## src/rtl/alu_core.sv

```systemverilog
// alu_core: small multi-cycle ALU (add/and/xor, shift-add multiply, result clear).
// Latency: accept edge to done is 1 cycle for add/and/xor and DATA_WIDTH cycles for mul.
// Backpressure: ready is high only in IDLE; valid and operands are ignored while ready is low.
//
// Ports:
//   clock   - single clock, rising edge
//   reset   - asynchronous active-high reset
//   alu_rst - synchronous active-high soft reset (aborts any operation)
//   valid   - request present; accepted when valid && ready at a rising edge
//   ready   - core idle and able to accept a request
//   alu_op  - operation code (000 nop, 001 add, 010 and, 011 xor, 100 mul, 111 clear)
//   a, b    - unsigned operands, DATA_WIDTH bits
//   done    - one-cycle pulse, result valid
//   result  - RESULT_WIDTH-bit result, held until the next result-producing op or clear
module alu_core #(
  parameter  int DATA_WIDTH   = 8,
  localparam int RESULT_WIDTH = 2 * DATA_WIDTH
) (
  input  logic                    clock,
  input  logic                    reset,
  input  logic                    alu_rst,
  input  logic                    valid,
  output logic                    ready,
  input  logic [2:0]              alu_op,
  input  logic [DATA_WIDTH-1:0]   a,
  input  logic [DATA_WIDTH-1:0]   b,
  output logic                    done,
  output logic [RESULT_WIDTH-1:0] result
);

  // Operation codes; 101 and 110 fall through to no-op handling.
  localparam logic [2:0] OP_NOP = 3'b000;
  localparam logic [2:0] OP_ADD = 3'b001;
  localparam logic [2:0] OP_AND = 3'b010;
  localparam logic [2:0] OP_XOR = 3'b011;
  localparam logic [2:0] OP_MUL = 3'b100;
  localparam logic [2:0] OP_RST = 3'b111;

  // FSM encoding.
  localparam logic [1:0] IDLE = 2'd0;
  localparam logic [1:0] EXEC = 2'd1;
  localparam logic [1:0] DONE = 2'd2;

  // Multiply step counter: counts 0..DATA_WIDTH-1, one multiplier bit per step.
  localparam int CNT_W = (DATA_WIDTH > 1) ? $clog2(DATA_WIDTH) : 1;
  localparam logic [CNT_W-1:0] CNT_LAST = CNT_W'(DATA_WIDTH - 1);

  logic [1:0]              state;
  logic [2:0]              op_q;
  // a_q doubles as the multiplicand and is shifted left each multiply step,
  // so it is kept at full result width.
  logic [RESULT_WIDTH-1:0] a_q;
  // b_q doubles as the multiplier and is shifted right each multiply step.
  logic [DATA_WIDTH-1:0]   b_q;
  logic [RESULT_WIDTH-1:0] acc;
  logic [CNT_W-1:0]        cnt;
  // A clear request takes effect one edge after it is accepted while the
  // core stays in IDLE, so it is remembered across that edge here.
  logic                    clr_pend;

  logic [RESULT_WIDTH-1:0] acc_next;

  // Partial product accumulation for the current multiplier bit.
  assign acc_next = acc + (b_q[0] ? a_q : '0);

  assign ready = (state == IDLE);
  assign done  = (state == DONE);

  always_ff @(posedge clock or posedge reset) begin
    if (reset) begin
      state    <= IDLE;
      op_q     <= OP_NOP;
      a_q      <= '0;
      b_q      <= '0;
      acc      <= '0;
      cnt      <= '0;
      clr_pend <= 1'b0;
      result   <= '0;
    end else if (alu_rst) begin
      // Soft reset wins over any accept or in-flight operation.
      state    <= IDLE;
      acc      <= '0;
      cnt      <= '0;
      clr_pend <= 1'b0;
      result   <= '0;
    end else begin
      clr_pend <= 1'b0;
      if (clr_pend) begin
        result <= '0;
      end

      case (state)
        IDLE: begin
          if (valid) begin
            case (alu_op)
              OP_ADD, OP_AND, OP_XOR: begin
                op_q  <= alu_op;
                a_q   <= RESULT_WIDTH'(a);
                b_q   <= b;
                state <= EXEC;
              end
              OP_MUL: begin
                op_q  <= alu_op;
                a_q   <= RESULT_WIDTH'(a);
                b_q   <= b;
                acc   <= '0;
                cnt   <= '0;
                state <= EXEC;
              end
              OP_RST: begin
                clr_pend <= 1'b1;
              end
              default: begin
                // no-op and unused codes: nothing changes
              end
            endcase
          end
        end

        EXEC: begin
          case (op_q)
            OP_ADD: begin
              result <= a_q + RESULT_WIDTH'(b_q);
              state  <= DONE;
            end
            OP_AND: begin
              result <= a_q & RESULT_WIDTH'(b_q);
              state  <= DONE;
            end
            OP_XOR: begin
              result <= a_q ^ RESULT_WIDTH'(b_q);
              state  <= DONE;
            end
            OP_MUL: begin
              // The accumulator stays internal; result is loaded only on
              // the final step so partial products never appear on it.
              if (cnt == CNT_LAST) begin
                result <= acc_next;
                state  <= DONE;
              end else begin
                acc <= acc_next;
                a_q <= a_q << 1;
                b_q <= b_q >> 1;
                cnt <= cnt + 1'b1;
              end
            end
            default: begin
              state <= IDLE;
            end
          endcase
        end

        default: begin
          // DONE lasts exactly one cycle.
          state <= IDLE;
        end
      endcase
    end
  end

endmodule

```

## config.mk

```make
export PLATFORM = sky130hd
export DESIGN_NAME = alu_core
export DESIGN_NICKNAME = d
export VERILOG_FILES = /design/src/rtl/alu_core.sv
export SDC_FILE = /design/constraint.sdc
export NUM_CORES = 1
export LEC_CHECK = 0
export CORE_UTILIZATION = 51
export DETAILED_ROUTE_END_ITERATION = 6
export GPL_ROUTABILITY_DRIVEN = 0
export HOLD_SLACK_MARGIN = 0.05
export PLACE_DENSITY_LB_ADDON = 0.08
export RECOVER_POWER = 50
export SYNTH_ARGS = -nofsm -noshare
export SYNTH_HDL_FRONTEND = slang
export SYNTH_SLANG_ARGS = --single-unit
export TNS_END_PERCENT = 10
```

## constraint.sdc

```tcl
create_clock -name clock -period 3.55 [get_ports clock]
set_input_delay 0.5325 -clock clock [delete_from_list [all_inputs] [get_ports clock]]
set_output_delay 0.5325 -clock clock [all_outputs]
set_load 0.01 [all_outputs]
```

==> reports/metrics.cfg, run 1 <==
[power_and_ir_drop]
p_switching_w=0.000816
swShare=0.367
clock_power_share=0.271
p_int_w=0.00141
vdd_drop_max_mv=0.315
pwr-share-seq=0.411
p_leak_nw=2.39
pwr-share-comb=0.318
power_density_mw_per_mm2=430

[worst_setup_path]
cp-start-kind=register
setup.worst_path.class=register to register
timing.critical_path.mode_cell=ha_1
crit_start=b_q[0]
worstPathArrival_ns=3.51
path_cells=ha_1, ha_1, inv_1, fa_1, and2b_1, o2111ai_1, a311o_1, and3b_4, xnor2_1, a22oi_1, a31oi_1
worst-path-stages=11
max_stage_delay_ns=0.62
rr_worst_depth=11
endpoint=result[10]
path_delay_family=adder cells
crit_buf_inv=1
critPathRequiredTime_ns=3.83
rr_endpoint=result[10]
slowest_stage=dfrtp_1
end_kind=register
rrSetupSlack_ns=0.32
reg2reg_from=b_q[0]
cp_max_fo=17

[placement]
hpwl_um=9010
io_buffers=40
placed_area_mm2=0.00500
dp_slack_ns=0.375

[synthesis]
synthSimpleGateAreaFrac=0.187
syn-num-nets=560
synth_top_cell_area_share=0.360
yosysTopAreaCell=dfrtp_1
ys_seq_area_frac=0.360
synth_area_mm2=0.00451
syn_area_per_cell_um2=8.85
ys_warn_count=0
synth_cell_type_count=67
yosys_most_used_dff=dfrtp_1
synth_area_leaders=dfrtp_1 36%, ha_1 6.9%, a21oi_1 4.5%
synth_adder_area_share=0.0782
syn-instance-count=510
synth_compound_gate_area_share=0.243
ys_ff_latch=65
synthMuxAreaShare=0.0477
synthXorXnorAreaFrac=0.0444
synth-async-reset-ratio=1.00
synth_top_family_by_area=compound AO/OA/AOI/OAI gates
synth_edf_count=0

[die]
die_w_um=96.1
die_height_um=96.1
start_util=0.538
core_mm2=0.00838
io_pins=41
num_rows=33
dieArea_mm2=0.00923

[grt]
antenna_found_initial=0
track_usage=0.285
grt_max_degree=34
grt_first_pass_wirelength_um=19800
grt-ovfl-total=0
grt.busiest_layer=met1
use_met3=0.0553
grt_pass1_vias=3841
grtUsageMet2=0.413
met1_usage=0.428

[drt]
dr_total_vias=4059
drc=0
drt_iter0_drc=308
antenna_left=0
viasPerCell=6.22
dr.pass1.iters=5
drt_wl_total_um=12100
wl_per_cell_um=18.5

[final_layout]
layout.nets=593
synthToLayoutAreaGrowth_pct=14.7
mostFrequentLayoutCell=dfrtp_1
multiInputGateArea_mm2=0.00271
num-fill-cells=760
drive_above_1_share=0.0730
final_area_mm2=0.00517
diodes=0
regArea_mm2=0.00163
layout_common_cells=65 x dfrtp_1, 54 x nand2_1, 41 x a21oi_1, 41 x o21ai_0, 33 x clkdlybuf4s50_1

[timing]
slew_violations=0
slew_headroom=0.146
fin_tns_setup_ns=0
skew_ns=0.0127
min_period_over_period=0.909
setup_violations=0
rsz0062_at_grt=false
worst_slew_pin_slew_ns=1.28
period_minus_slack_ns=3.23
finalHoldViolations=0
fin_ws_ns=0.324
max_freq_mhz=310

[job]
cap_violations=0

[min_path]
hp-start=result[6]
hold_path.class=register to register

[cts]
clkLatencyLatePin_ns=0.35
hold_buffers=0
cts.sinks=65
clkTransAtPathRegs_ns=0.08
postCtsSetupBuffers=0
cts_resized=0
clockBufferDepth=2
cts_root_buf=clkbuf_8
cts_tree=built
cts_buffers=9
htree_levels=3

[status]
status=completed

[layout make-up]
class,count,share of cell area
Clock buffer,12,0.0300
Timing Repair Buffer,50,0.0904
Inverter,15,0.0109
Tap cell,105,0.0254
Clock inverter,4,0.00532
Sequential cell,65,0.314
Multi-Input combinational cell,402,0.524
[sequential cells by signal, summed over array words and instances, names as in the netlist]
register  cells
a_q          16
acc          16
result       16
b_q           8
cnt           3
op_q          3
state         2
clr_pend      1
[worst reg2reg max path: stages (launching register included)]
cell and delay (ns):
dfrtp_1 0.62, ha_1 0.31, ha_1 0.18, inv_1 0.06, fa_1 0.40, and2b_1 0.27, o2111ai_1 0.14, a311o_1 0.39
and3b_4 0.22, xnor2_1 0.24, a22oi_1 0.14, a31oi_1 0.18
[worst min path at each step]
stage,cells past startpoint,endpoint
finish,2,result[6]
global route,2,result[3]
CTS,2,result[3]
detailed placement,2,result[3]
floorplan,2,acc[13]
global placement,2,result[0]
[power by group through the flow]
stage	Combinational, W	Clock, W	Sequential, W
4_1_cts	0.000702	0.000611	0.000912
6_report	0.000707	0.000604	0.000914
5_1_grt	0.000786	0.000637	0.000928
3_3_place_gp	0.000681	0	0.000924
3_5_place_dp	0.000696	0	0.000926
2_1_floorplan	0.000523	0	0.000878
[cells in the mapped netlist, drive strengths merged, types with 10 or more instances]
library cell  number
a22o              21
clkbuf            18
o21ai             42
mux2i             17
dfrtp             65
nor2              31
inv               15
xnor2             15
nor3              12
a21oi             42
nand3             15
buf               10
ha                25
nand2             54
and2              15
[kinds of logic (layout without fill, tap and decap cells)]
group                      Yosys count  in the layout
buffers and inverters               43             81
xor gates and xnor gates            22             22
muxes                               21             21
AOI/OAI and AO/OA                  167            167
DFF                                 65             65
and+or+nand+nor                    165            165
adders and majority gates           27             27
[routing by layer]
layer / vias up / part of all wire
li1: 1938 / -
met1: 1937 / 0.48
met2: 172 / 0.43
met3: 12 / 0.072
met4: 0 / 0.012
met5: - / 0
[per-stage QoR]
step / instances / utilization / power (W) / hold slack, ns
after floorplan: 510 / - / 0.00140 / 0.455
after global placement: 637 / 0.597 / 0.00160 / 0.469
after detailed placement: 637 / 0.597 / 0.00162 / 0.474
after CTS: 653 / 0.618 / 0.00222 / 0.491
after global routing: 653 / 0.617 / 0.00235 / 0.521
final: 653 / 0.617 / 0.00223 / 0.483
Note: power is estimated with default switching activity, not from simulation.
==> run 2: changes to the inputs <==
- CTS_CLUSTER_SIZE: not set -> 20
- SKIP_LAST_GASP: not set -> 1
==> results of run 2 <==
Final layout, timing and power as in run 1 (identical DEF).
==> run 3: changes to the inputs <==
- GPL_TIMING_DRIVEN: not set -> 0
==> reports/metrics.cfg, run 3 (synthesis gave the netlist of run 1 again) <==
[status]
status=finished, violations left
violations=capacitance limit, slew limit

[grt]
grt-ovfl-total=0
grt_pass1_vias=3826
grt_first_pass_wirelength_um=19800
grt_max_degree=66
track_usage=0.288
antenna_found_initial=0

[drt]
drc=0
wl_per_cell_um=17.9
viasPerCell=6.01
antenna_left=0
drt_wl_total_um=12000
dr.pass1.iters=5
drt_iter0_drc=291
dr_total_vias=4031

[final_layout]
final_area_mm2=0.00523
synthToLayoutAreaGrowth_pct=16.0
reg.largest.list=a_q (16), acc (16), result (16)
mostFrequentLayoutCell=dfrtp_1
layout.nets=611
layout_common_cells=65 x dfrtp_1, 54 x nand2_1, 41 x a21oi_1, 41 x o21ai_0, 34 x clkdlybuf4s50_1
diodes=0
drive_above_1_share=0.0742
num-fill-cells=729
final_core_util=0.624

[timing]
skew_ns=0.0153
max_freq_mhz=313
worst_slew_pin_slew_ns=2.44
min_period_over_period=0.900
rsz0062_at_grt=false
setup_violations=0
slew_headroom=-0.628
period_minus_slack_ns=3.20
finalHoldViolations=0
fin_tns_setup_ns=0
slew_violations=66

[min_path]
hp-start=result[6]
hold_path.class=register to register

[die]
num_rows=33
die_w_um=96.1
dieArea_mm2=0.00923
die_height_um=96.1
io_pins=41
core_mm2=0.00838
start_util=0.538

[worst_setup_path]
cp-start-kind=register
setup.worst_path.class=register to register
end_kind=register
max_stage_delay_ns=0.47
cp_max_fo=8
worstPathArrival_ns=3.46
timing.critical_path.mode_cell=ha_1
path_cells=ha_1, ha_1, inv_1, fa_1, and2b_1, o2111ai_1, a311o_1, and3b_4, xnor2_1, a22oi_1, a31oi_1
critPathRequiredTime_ns=3.81
slowest_stage=dfrtp_1
crit_start=b_q[0]
reg2reg_from=b_q[0]

[cts]
htree_levels=3
cts.sinks=65
cts_root_buf=clkbuf_8
clockBufferDepth=2
clkTransAtPathRegs_ns=0.08
cts_buffers=9
clkLatencyLatePin_ns=0.35
hold_buffers=0
cts_tree=built

[placement]
hpwl_um=9070
placed_area_mm2=0.00505
io_buffers=40

[power_and_ir_drop]
p_leak_nw=2.43
vdd_drop_max_mv=0.275
power_density_mw_per_mm2=429

[job]
cap_violations=1

run 3: cell types whose count changed in the layout (fill, tap and decap cells not counted), sizes merged:
cell           previous run  this run
clkbuf                   14        29
buf                       8        10
bufinv                    0         1
dlygate4sd3               7         6
clkinvlp                  3         1
clkdlybuf4s50            33        34
clkinv                    1         3
run 3: layer usage:
metal,part of all wire,vias to the layer above,GRT usage
li1,-,1975,-
met1,0.49,1911,0.426
met2,0.44,129,0.438
met3,0.056,16,0.0332
met4,0.014,0,0.0883
met5,0,-,0
run 3: power by group:
part,internal (W),switching [W]
registers,0.000809,0.0000801
clock network,0.000324,0.000306
logic,0.000309,0.000418
run 3: layout make-up:
class | count | area [um^2] | area share
buffer | 28 | 121 | 0.0232
multi-input combinational | 402 | 2710 | 0.518
clock inverter | 5 | 56.3 | 0.0108
sequential | 65 | 1630 | 0.311
timing repair buffer | 40 | 400 | 0.0765
tap | 105 | 131 | 0.0251
inverter | 15 | 56.3 | 0.0108
clock buffer | 11 | 131 | 0.0251
run 3: through the flow:
stage / setup WS, ns / hold slack, ns / power (W) / instances
floorplan: 0.903 / 0.455 / 0.00140 / 510
global placement: 0.171 / 0.467 / 0.00160 / 655
detailed placement: 0.309 / 0.472 / 0.00162 / 655
CTS: 0.270 / 0.489 / 0.00224 / 671
global route: 0.131 / 0.509 / 0.00238 / 671
finish: 0.353 / 0.477 / 0.00225 / 671
run 3: critical path, delay by kind of cell, from the launching register on:
family | cells | cell delay, ns
AOI/OAI and AO/OA | 4 | 0.92
adders and majority gates | 3 | 0.89
buffers and inverters | 1 | 0.06
and+or+nand+nor | 2 | 0.48
xor gates and xnor gates | 1 | 0.30
DFF | 1 | 0.47
run 3: worst paths after layout:
path	cells after the start	endpoint	slack, ns
hold / removal	2	result[6]	0.48
max in group asynchronous	2	a_q[5]	0.79
min in group asynchronous	2	cnt[0]	1.33
setup reg to reg	11	result[10]	0.35
hold reg to reg	2	result[6]	0.48
setup / recovery	11	result[10]	0.35
run 3: what timing repair did:
action | 4_1_cts | 5_1_grt
hold endpoints to repair | 0 | 0
buffers inserted | 0 | 0
gates resized for setup | 0 | 2
setup endpoints to repair | 0 | 1
